===== src/rtl/pixel_gen.sv =====
// Per-pixel RGB generator for a VGA timing block: bouncing box, colour bars, or checkerboard
// with the box overlaid. The box moves once per frame; a push button steps through the modes.
module pixel_gen #(
  parameter int BOX     = 32,
  parameter int STEP    = 2,
  parameter int H_START = 144,
  parameter int V_START = 35,
  parameter int H_ACT   = 640,
  parameter int V_ACT   = 480
) (
  input  logic       clk,
  input  logic       reset,
  input  logic [9:0] pixel_x,
  input  logic [9:0] pixel_y,
  input  logic       btn_mode,
  output logic       red,
  output logic       green,
  output logic       blue,
  output logic       frame_tick,
  output logic [1:0] mode
);

  localparam logic [1:0] MODE_BOX   = 2'd0;
  localparam logic [1:0] MODE_BARS  = 2'd1;
  localparam logic [1:0] MODE_CHECK = 2'd2;

  localparam logic [9:0]  X_LO   = 10'(H_START);
  localparam logic [9:0]  X_HI   = 10'(H_START + H_ACT);
  localparam logic [9:0]  Y_LO   = 10'(V_START);
  localparam logic [9:0]  Y_HI   = 10'(V_START + V_ACT);
  localparam logic [10:0] BOX_W  = 11'(BOX);
  localparam logic [10:0] STEP_W = 11'(STEP);
  localparam logic [10:0] X_LIM  = 11'(H_ACT);
  localparam logic [10:0] Y_LIM  = 11'(V_ACT);
  localparam logic [9:0]  X_INIT = 10'((H_ACT - BOX) / 2);
  localparam logic [9:0]  Y_INIT = 10'((V_ACT - BOX) / 2);

  logic [9:0] box_x, box_y;
  logic       dir_x, dir_y;
  logic       s1, s2, s2_d;
  logic       btn_edge;
  logic       frame_start;
  logic       active;
  logic       in_box;
  logic [9:0] ax, ay;
  logic [2:0] bar;
  logic [2:0] rgb_n;

  // Returns {new_dir, new_pos}; the position clamps to the wall and the direction flips there.
  function automatic logic [10:0] bounce(input logic [9:0] pos, input logic dir,
                                         input logic [10:0] lim);
    logic [10:0] p;
    logic [9:0]  top;
    p   = {1'b0, pos};
    top = 10'(lim - BOX_W);
    if (dir) begin
      if (p + BOX_W + STEP_W > lim) begin
        bounce = {1'b0, top};
      end else begin
        p      = p + STEP_W;
        bounce = {1'b1, p[9:0]};
      end
    end else begin
      if (p < STEP_W) begin
        bounce = {1'b1, 10'd0};
      end else begin
        p      = p - STEP_W;
        bounce = {1'b0, p[9:0]};
      end
    end
  endfunction

  assign frame_start = (pixel_x == 10'd0) && (pixel_y == 10'd0);
  assign ax          = pixel_x - X_LO;
  assign ay          = pixel_y - Y_LO;
  assign active      = (pixel_x >= X_LO) && (pixel_x < X_HI) &&
                       (pixel_y >= Y_LO) && (pixel_y < Y_HI);
  assign in_box      = ({1'b0, ax} >= {1'b0, box_x}) && ({1'b0, ax} < {1'b0, box_x} + BOX_W) &&
                       ({1'b0, ay} >= {1'b0, box_y}) && ({1'b0, ay} < {1'b0, box_y} + BOX_W);
  assign btn_edge    = s2 & ~s2_d;

  // Bar index from a comparator chain on 80-pixel boundaries.
  always_comb begin
    bar = 3'd0;
    for (int i = 1; i < 8; i++) begin
      if (ax >= 10'(80 * i)) bar = 3'(i);
    end
  end

  always_comb begin
    rgb_n = 3'b000;
    if (active) begin
      case (mode)
        MODE_BOX:   rgb_n = in_box ? 3'b111 : 3'b001;
        MODE_BARS:  rgb_n = bar;
        MODE_CHECK: rgb_n = in_box ? 3'b100 : ((ax[5] ^ ay[5]) ? 3'b111 : 3'b000);
        default:    rgb_n = 3'b000;
      endcase
    end
  end

  always_ff @(posedge clk or negedge reset) begin
    if (!reset) begin
      red   <= 1'b0;
      green <= 1'b0;
      blue  <= 1'b0;
    end else begin
      {red, green, blue} <= rgb_n;
    end
  end

  always_ff @(posedge clk or negedge reset) begin
    if (!reset) begin
      box_x      <= X_INIT;
      box_y      <= Y_INIT;
      dir_x      <= 1'b1;
      dir_y      <= 1'b1;
      frame_tick <= 1'b0;
    end else begin
      frame_tick <= frame_start;
      if (frame_start) begin
        {dir_x, box_x} <= bounce(box_x, dir_x, X_LIM);
        {dir_y, box_y} <= bounce(box_y, dir_y, Y_LIM);
      end
    end
  end

  // A button held through reset release looks like a fresh press because s2_d restarts at 0.
  always_ff @(posedge clk or negedge reset) begin
    if (!reset) begin
      s1   <= 1'b0;
      s2   <= 1'b0;
      s2_d <= 1'b0;
      mode <= MODE_BOX;
    end else begin
      s1   <= btn_mode;
      s2   <= s1;
      s2_d <= s2;
      if (btn_edge) mode <= (mode == MODE_CHECK) ? MODE_BOX : mode + 2'd1;
    end
  end

endmodule


===== config.mk =====
export PLATFORM = sky130hd
export DESIGN_NAME = pixel_gen
export DESIGN_NICKNAME = d
export VERILOG_FILES = /design/src/rtl/pixel_gen.sv
export SDC_FILE = /design/constraint.sdc
export NUM_CORES = 1
export LEC_CHECK = 0
export CAP_MARGIN = 20
export CORE_MARGIN = 5
export CORE_UTILIZATION = 42
export DETAILED_ROUTE_END_ITERATION = 12
export PLACE_DENSITY = 0.67
export SYNTH_ARGS = -nofsm -noshare
export SYNTH_HDL_FRONTEND = slang
export SYNTH_SLANG_ARGS = --single-unit

===== constraint.sdc =====
create_clock -name clk -period 8.6 [get_ports clk]
set_input_delay 1.72 -clock clk [delete_from_list [all_inputs] [get_ports clk]]
set_output_delay 1.72 -clock clk [all_outputs]
set_load 0.01 [all_outputs]

==> Word-level counts from Yosys, hierarchy flattened <==
Index checks and enable logic that the tools add are counted.
{ "totals": {"regBits": 31, "output_inout_bits": 6, "in_bits": 23, "elab_cells": 76} }
{ "op_classes": {"magnitude_cmp": 19, "n_mux": 19, "eq_ne": 2, "n_reduce_logical": 10, "n_addsub": 11, "n_bitwise": 3} }
{ "op_table": {"columns": ["cell", "n"], "rows": [
  ["$mux 11", 6],
  ["$ge 10x8->1 const B", 3],
  ["$ge 10x9->1 const B", 3],
  ["$mux 3", 8],
  ["$add 10x6->11 const B", 2],
  ["$add 11x2->11 const B", 2],
  ["$lt 10x11->1", 2],
  ["$add 10x2->10 const B", 2],
  ["$ge 10x10->1", 2],
  ["$logic_not 10->1", 2],
  ["$lt 10x10->1 const B", 2],
  ["$lt 10x2->1 const B", 2],
  ["$sub 10x2->10 const B", 2],
  ["$gt 11x10->1 const B", 1],
  ["$gt 11x9->1 const B", 1],
  ["$ge 10x10->1 const B", 1],
  ["$ge 10x6->1 const B", 1],
  ["$ge 10x7->1 const B", 1],
  ["$sub 10x6->10 const B", 1],
  ["$sub 10x8->10 const B", 1],
  ["$pmux 3 s3", 1],
  ["$logic_and 1x1->1", 7],
  ["$mux 2", 3],
  ["$add 2x1->2 const B", 1],
  ["other kinds (7)", 7]
]} }

==> Logic depth before layout (Yosys ltp) <==
{ "logic_depth": {"ltp_word": 11, "mapped_depth": 12, "mapped_depth_nobuf": 12} }

==> Worst setup path after synthesis <==
OpenSTA, ideal clock, no wires.
{ "synth_timing": {"kind": "input to register", "start": "in pixel_x[4]", "end": "reg green", "setup_slack_ps": 4445, "setup_ps": 116, "required_time_ps": 8484, "path_buffers": 0, "arrival_ps": 4039, "cell_stages": 12, "path_cell_list": "inv_1 ha_1 nand2b_1 a21boi_0 nor2_1 ha_1 nor2_1 nor3_1 o2bb2ai_1 maj3_1 a2111o_1 o311ai_0"} }
{ "synth_between": {"elab_chain_cells": 10} }
{ "synth_rtl": {"columns": ["item", "line", "rtl"], "rows": [
  ["start: declaration", "13", "input logic [9:0] pixel_x,"],
  ["$sub 10x8->10", "74", "assign ax = pixel_x - X_LO;"],
  ["$ge 10x8->1", "86", "if (ax >= 10'(80 * i)) bar = 3'(i);"],
  ["$mux 2 (2 in a row)", "86", null],
  ["$mux 3 (4 in a row)", "86", null],
  ["$pmux 3 s3", "93", "case (mode)"],
  ["$mux 3 (*)", "92", "if (active) begin"],
  ["net rgb_n[1]", "47", "logic [2:0] rgb_n;"],
  ["end signal: assignment", "108", "{red, green, blue} <= rgb_n;"],
  ["end: declaration", "17", "output logic green,"]
]} }
The timed path passes the listed nets; every way through them passes the cells marked *.
A chain may end at the register's enable or synchronous reset.

==> Worst setup path after layout <==
{ "layout_timing": {"start": "in pixel_y[0]", "end": "reg green"} }
{ "layout_between": {"elab_chain_cells": 7} }
{ "layout_rtl": {"columns": ["item", "line", "rtl"], "rows": [
  ["start: declaration", "14", "input logic [9:0] pixel_y,"],
  ["$sub 10x6->10", "75", "assign ay = pixel_y - Y_LO;"],
  ["$ge 10x10->1", "79", "({1'b0, ay} >= {1'b0, box_y}) && ({1'b0, ay} < {1'b0, box_y} + BOX_W);"],
  ["$logic_and 1x1->1", "78", "assign in_box = ({1'b0, ax} >= {1'b0, box_x}) && ({1'b0, ax} < {1'b0, box_x} + BOX_W) &&"],
  ["$logic_and 1x1->1", "79", null],
  ["$mux 3 (on tied branches)", "96, 94", null],
  ["$pmux 3 s3", "93", null],
  ["$mux 3 (*)", "92", null],
  ["net rgb_n[1]", "47", null]
]} }
Marks and branches as above.

==> results.json <==
{
  "status": "finished clean",
  "required_ns": 8.77,
  "synthCells": 499,
  "layout_commonest_cell": "ha_1",
  "wl_um": 10900,
  "via_per_inst": 6.26,
  "clockRootBuffer": "clkbuf_8",
  "final_nets": 577,
  "nFillCells": 832,
  "grt_usage_pct": 19.3,
  "worstHoldStart": "s1",
  "synthArstFlopShare_pct": 100,
  "reg2reg_to": "box_x[6]",
  "place.gp.congestion": 0.987,
  "dpl.hpwl_um": 8270,
  "cts_inserted_buffers": 5,
  "syn_nets": 567,
  "synth-compound-area-share_pct": 27.7,
  "htreeDepth": 2,
  "skew_ns": 0.0102,
  "path_class": "in2reg",
  "synth_area_leaders": "ha_1 15%, dfrtp_1 14%, dfstp_2 5.5%",
  "seqCellArea_sq_um": 736,
  "yosysSeqAreaShare_pct": 19.3,
  "drt_iter0_drc": 183,
  "grt_max_degree": 30,
  "syn_to_final_growth_pct": 11.5,
  "synth-adder-area-share_pct": 15.0,
  "start_util_pct": 43.5,
  "drc": 0,
  "worstPathMaxFanout": 5,
  "grt_first_pass_wirelength_um": 18100,
  "synth.avg_cell_area_sq_um": 7.63,
  "max_freq_mhz": 203,
  "crit_path_start_kind": "input pin",
  "endpoint_kind": "flop",
  "clock_sinks": 29,
  "ir_drop_mv": 0.0614,
  "row_count": 34,
  "grt_pass1_vias": 3626,
  "tightest_slew_ns": 1.06,
  "vias": 3866,
  "setup_viol": 0,
  "cts_resized": 0,
  "synth_top_family_by_area": "compound AO/OA/AOI/OAI gates",
  "rr_worst_depth": 8,
  "synth_top_area_cell": "ha_1",
  "yosys.area.top_type_share_pct": 14.8,
  "power_density_mw_per_mm2": 102,
  "ys.flop_type": "dfrtp_1",
  "antenna_found_initial": 0,
  "fin_setup_tns_ns": 0,
  "r2r-start": "box_x[5]",
  "dr.pass1.iters": 4,
  "synth-xor-area-share_pct": 4.37,
  "ctsHoldBuffers": 0,
  "slew_headroom_pct": 28.5,
  "synth-edff-count": 0,
  "portBuffers": 28,
  "finalCriticalPeriod_ns": 4.93,
  "die_h_um": 105,
  "whs_ns": 0.367,
  "grt_overflow": 0,
  "ant_nets": 0,
  "drive_gt1_share_pct": 5.88,
  "io-pin-count": 29,
  "crit_start": "pixel_y[0]",
  "syn_area_sq_mm": 0.00381,
  "whs_path_depth": 0,
  "cts_tree": "yes",
  "dieArea_sq_mm": 0.0111,
  "rsz0062_at_grt": "no",
  "final_util_pct": 48.5,
  "die_w_um": 105,
  "min_to": "s2",
  "core-area_sq_mm": 0.00876,
  "synth.area.mux_share_pct": 1.18,
  "worstPathArrival_ns": 5.10,
  "synth-simple-area-share_pct": 25.1,
  "hold_path.class": "reg2reg",
  "clock_tree.buffer_depth": 2,
  "p_leak_nw": 1.75,
  "num_antenna_cells": 0,
  "wire_per_inst_um": 17.7,
  "cts_setup_buffers": 0,
  "slew_viol_final": 0,
  "cap_violations": 0,
  "synth_warnings": 0,
  "yosysUniqueCellTypes": 64,
  "insertion_delay_ns": 0.29,
  "multi_input_area_sq_mm": 0.00280,
  "rrSetupSlack_ns": 5.27,
  "ys_ff_latch": 29,
  "most-common-layout-cells": "45 x ha_1, 40 x inv_1, 38 x o21ai_0",
  "finalHoldViolations": 0,
  "clkTransAtPathRegs_ns": 0.07,
  "fin_crit_sh_pct": 57.3
}
[worst max-delay path, cell delays in order]
cell and delay, ns:
clkdlybuf4s50_1 0.49, a2111oi_0 0.72, nor2b_1 0.14, nor2_1 0.15
xor2_1 0.25, ha_1 0.22, o22ai_1 0.09, a2111oi_0 0.55
a311o_1 0.35, a211oi_1 0.08, o311ai_0 0.33
[routing by layer]
layer / track usage, % / part of all wire [%] / vias to the layer above
li1: - / - / 1906
met1: 27.2 / 46 / 1813
met2: 30.6 / 47 / 125
met3: 2.93 / 5.4 / 22
met4: 5.75 / 1.3 / 0
met5: 0 / 0 / -
[cell usage after synthesis, types with 8 or more instances]
cell type,n
dfrtp_1,21
nand3_1,24
o21ai_0,38
a21oi_1,23
and3_1,13
clkbuf_1,22
nor2_1,31
nor3_1,28
a31oi_1,9
xnor2_1,13
nand4_1,9
dfstp_2,8
nand2b_1,9
o31ai_1,9
inv_1,40
ha_1,45
nand2_1,31
a211oi_1,8
[area by class of cell]
cell class / instances / area share, %
Timing Repair Buffer: 32 / 7.31
Multi-Input combinational cell: 400 / 65.8
Inverter: 41 / 3.62
Sequential cell: 29 / 17.3
Tap cell: 108 / 3.18
Clock inverter: 1 / 0.707
Clock buffer: 7 / 2.03
[worst max-delay path by stage]
stage            end  cells after the start
5_1_grt        green                     11
2_1_floorplan  green                     12
3_5_place_dp   green                     11
3_3_place_gp   green                     13
6_report       green                     11
4_1_cts        green                     11
[registers in the layout (all words and copies together), names as in the netlist]
| signal | flops |
|---|---|
| s2 | 1 |
| s1 | 1 |
| red | 1 |
| blue | 1 |
| green | 1 |
| box_x | 9 |
| mode | 2 |
| box_y | 9 |
| frame_tick | 1 |
| dir_x | 1 |
| s2_d | 1 |
| dir_y | 1 |
[power breakdown]
part / switching (mW) / total (mW) / leakage, nW / internal [mW]
clock: 0.0623 / 0.157 / 0.0585 / 0.0946
combinational: 0.0624 / 0.120 / 1.35 / 0.0580
sequential: 0.0111 / 0.156 / 0.344 / 0.145
total: 0.136 / 0.433 / 1.75 / 0.298
[per-stage QoR]
stage	total power [mW]	std cells	cell area [sq um]	setup WS [ns]
floorplan	0.224	499	3810	4.45
global placement	0.276	610	4130	3.65
detailed placement	0.278	610	4130	3.48
CTS	0.435	618	4250	3.76
global route	0.453	618	4250	3.47
finish	0.433	618	4250	3.67
[cells by family after synthesis]
logic type	Yosys count
and+or+nand+nor	179
AOI/OAI and AO/OA	152
buffers and inverters	70
adders and majority gates	46
DFF	29
xor gates and xnor gates	19
muxes	4
No activity file was read; power rests on OpenSTA's default activity.
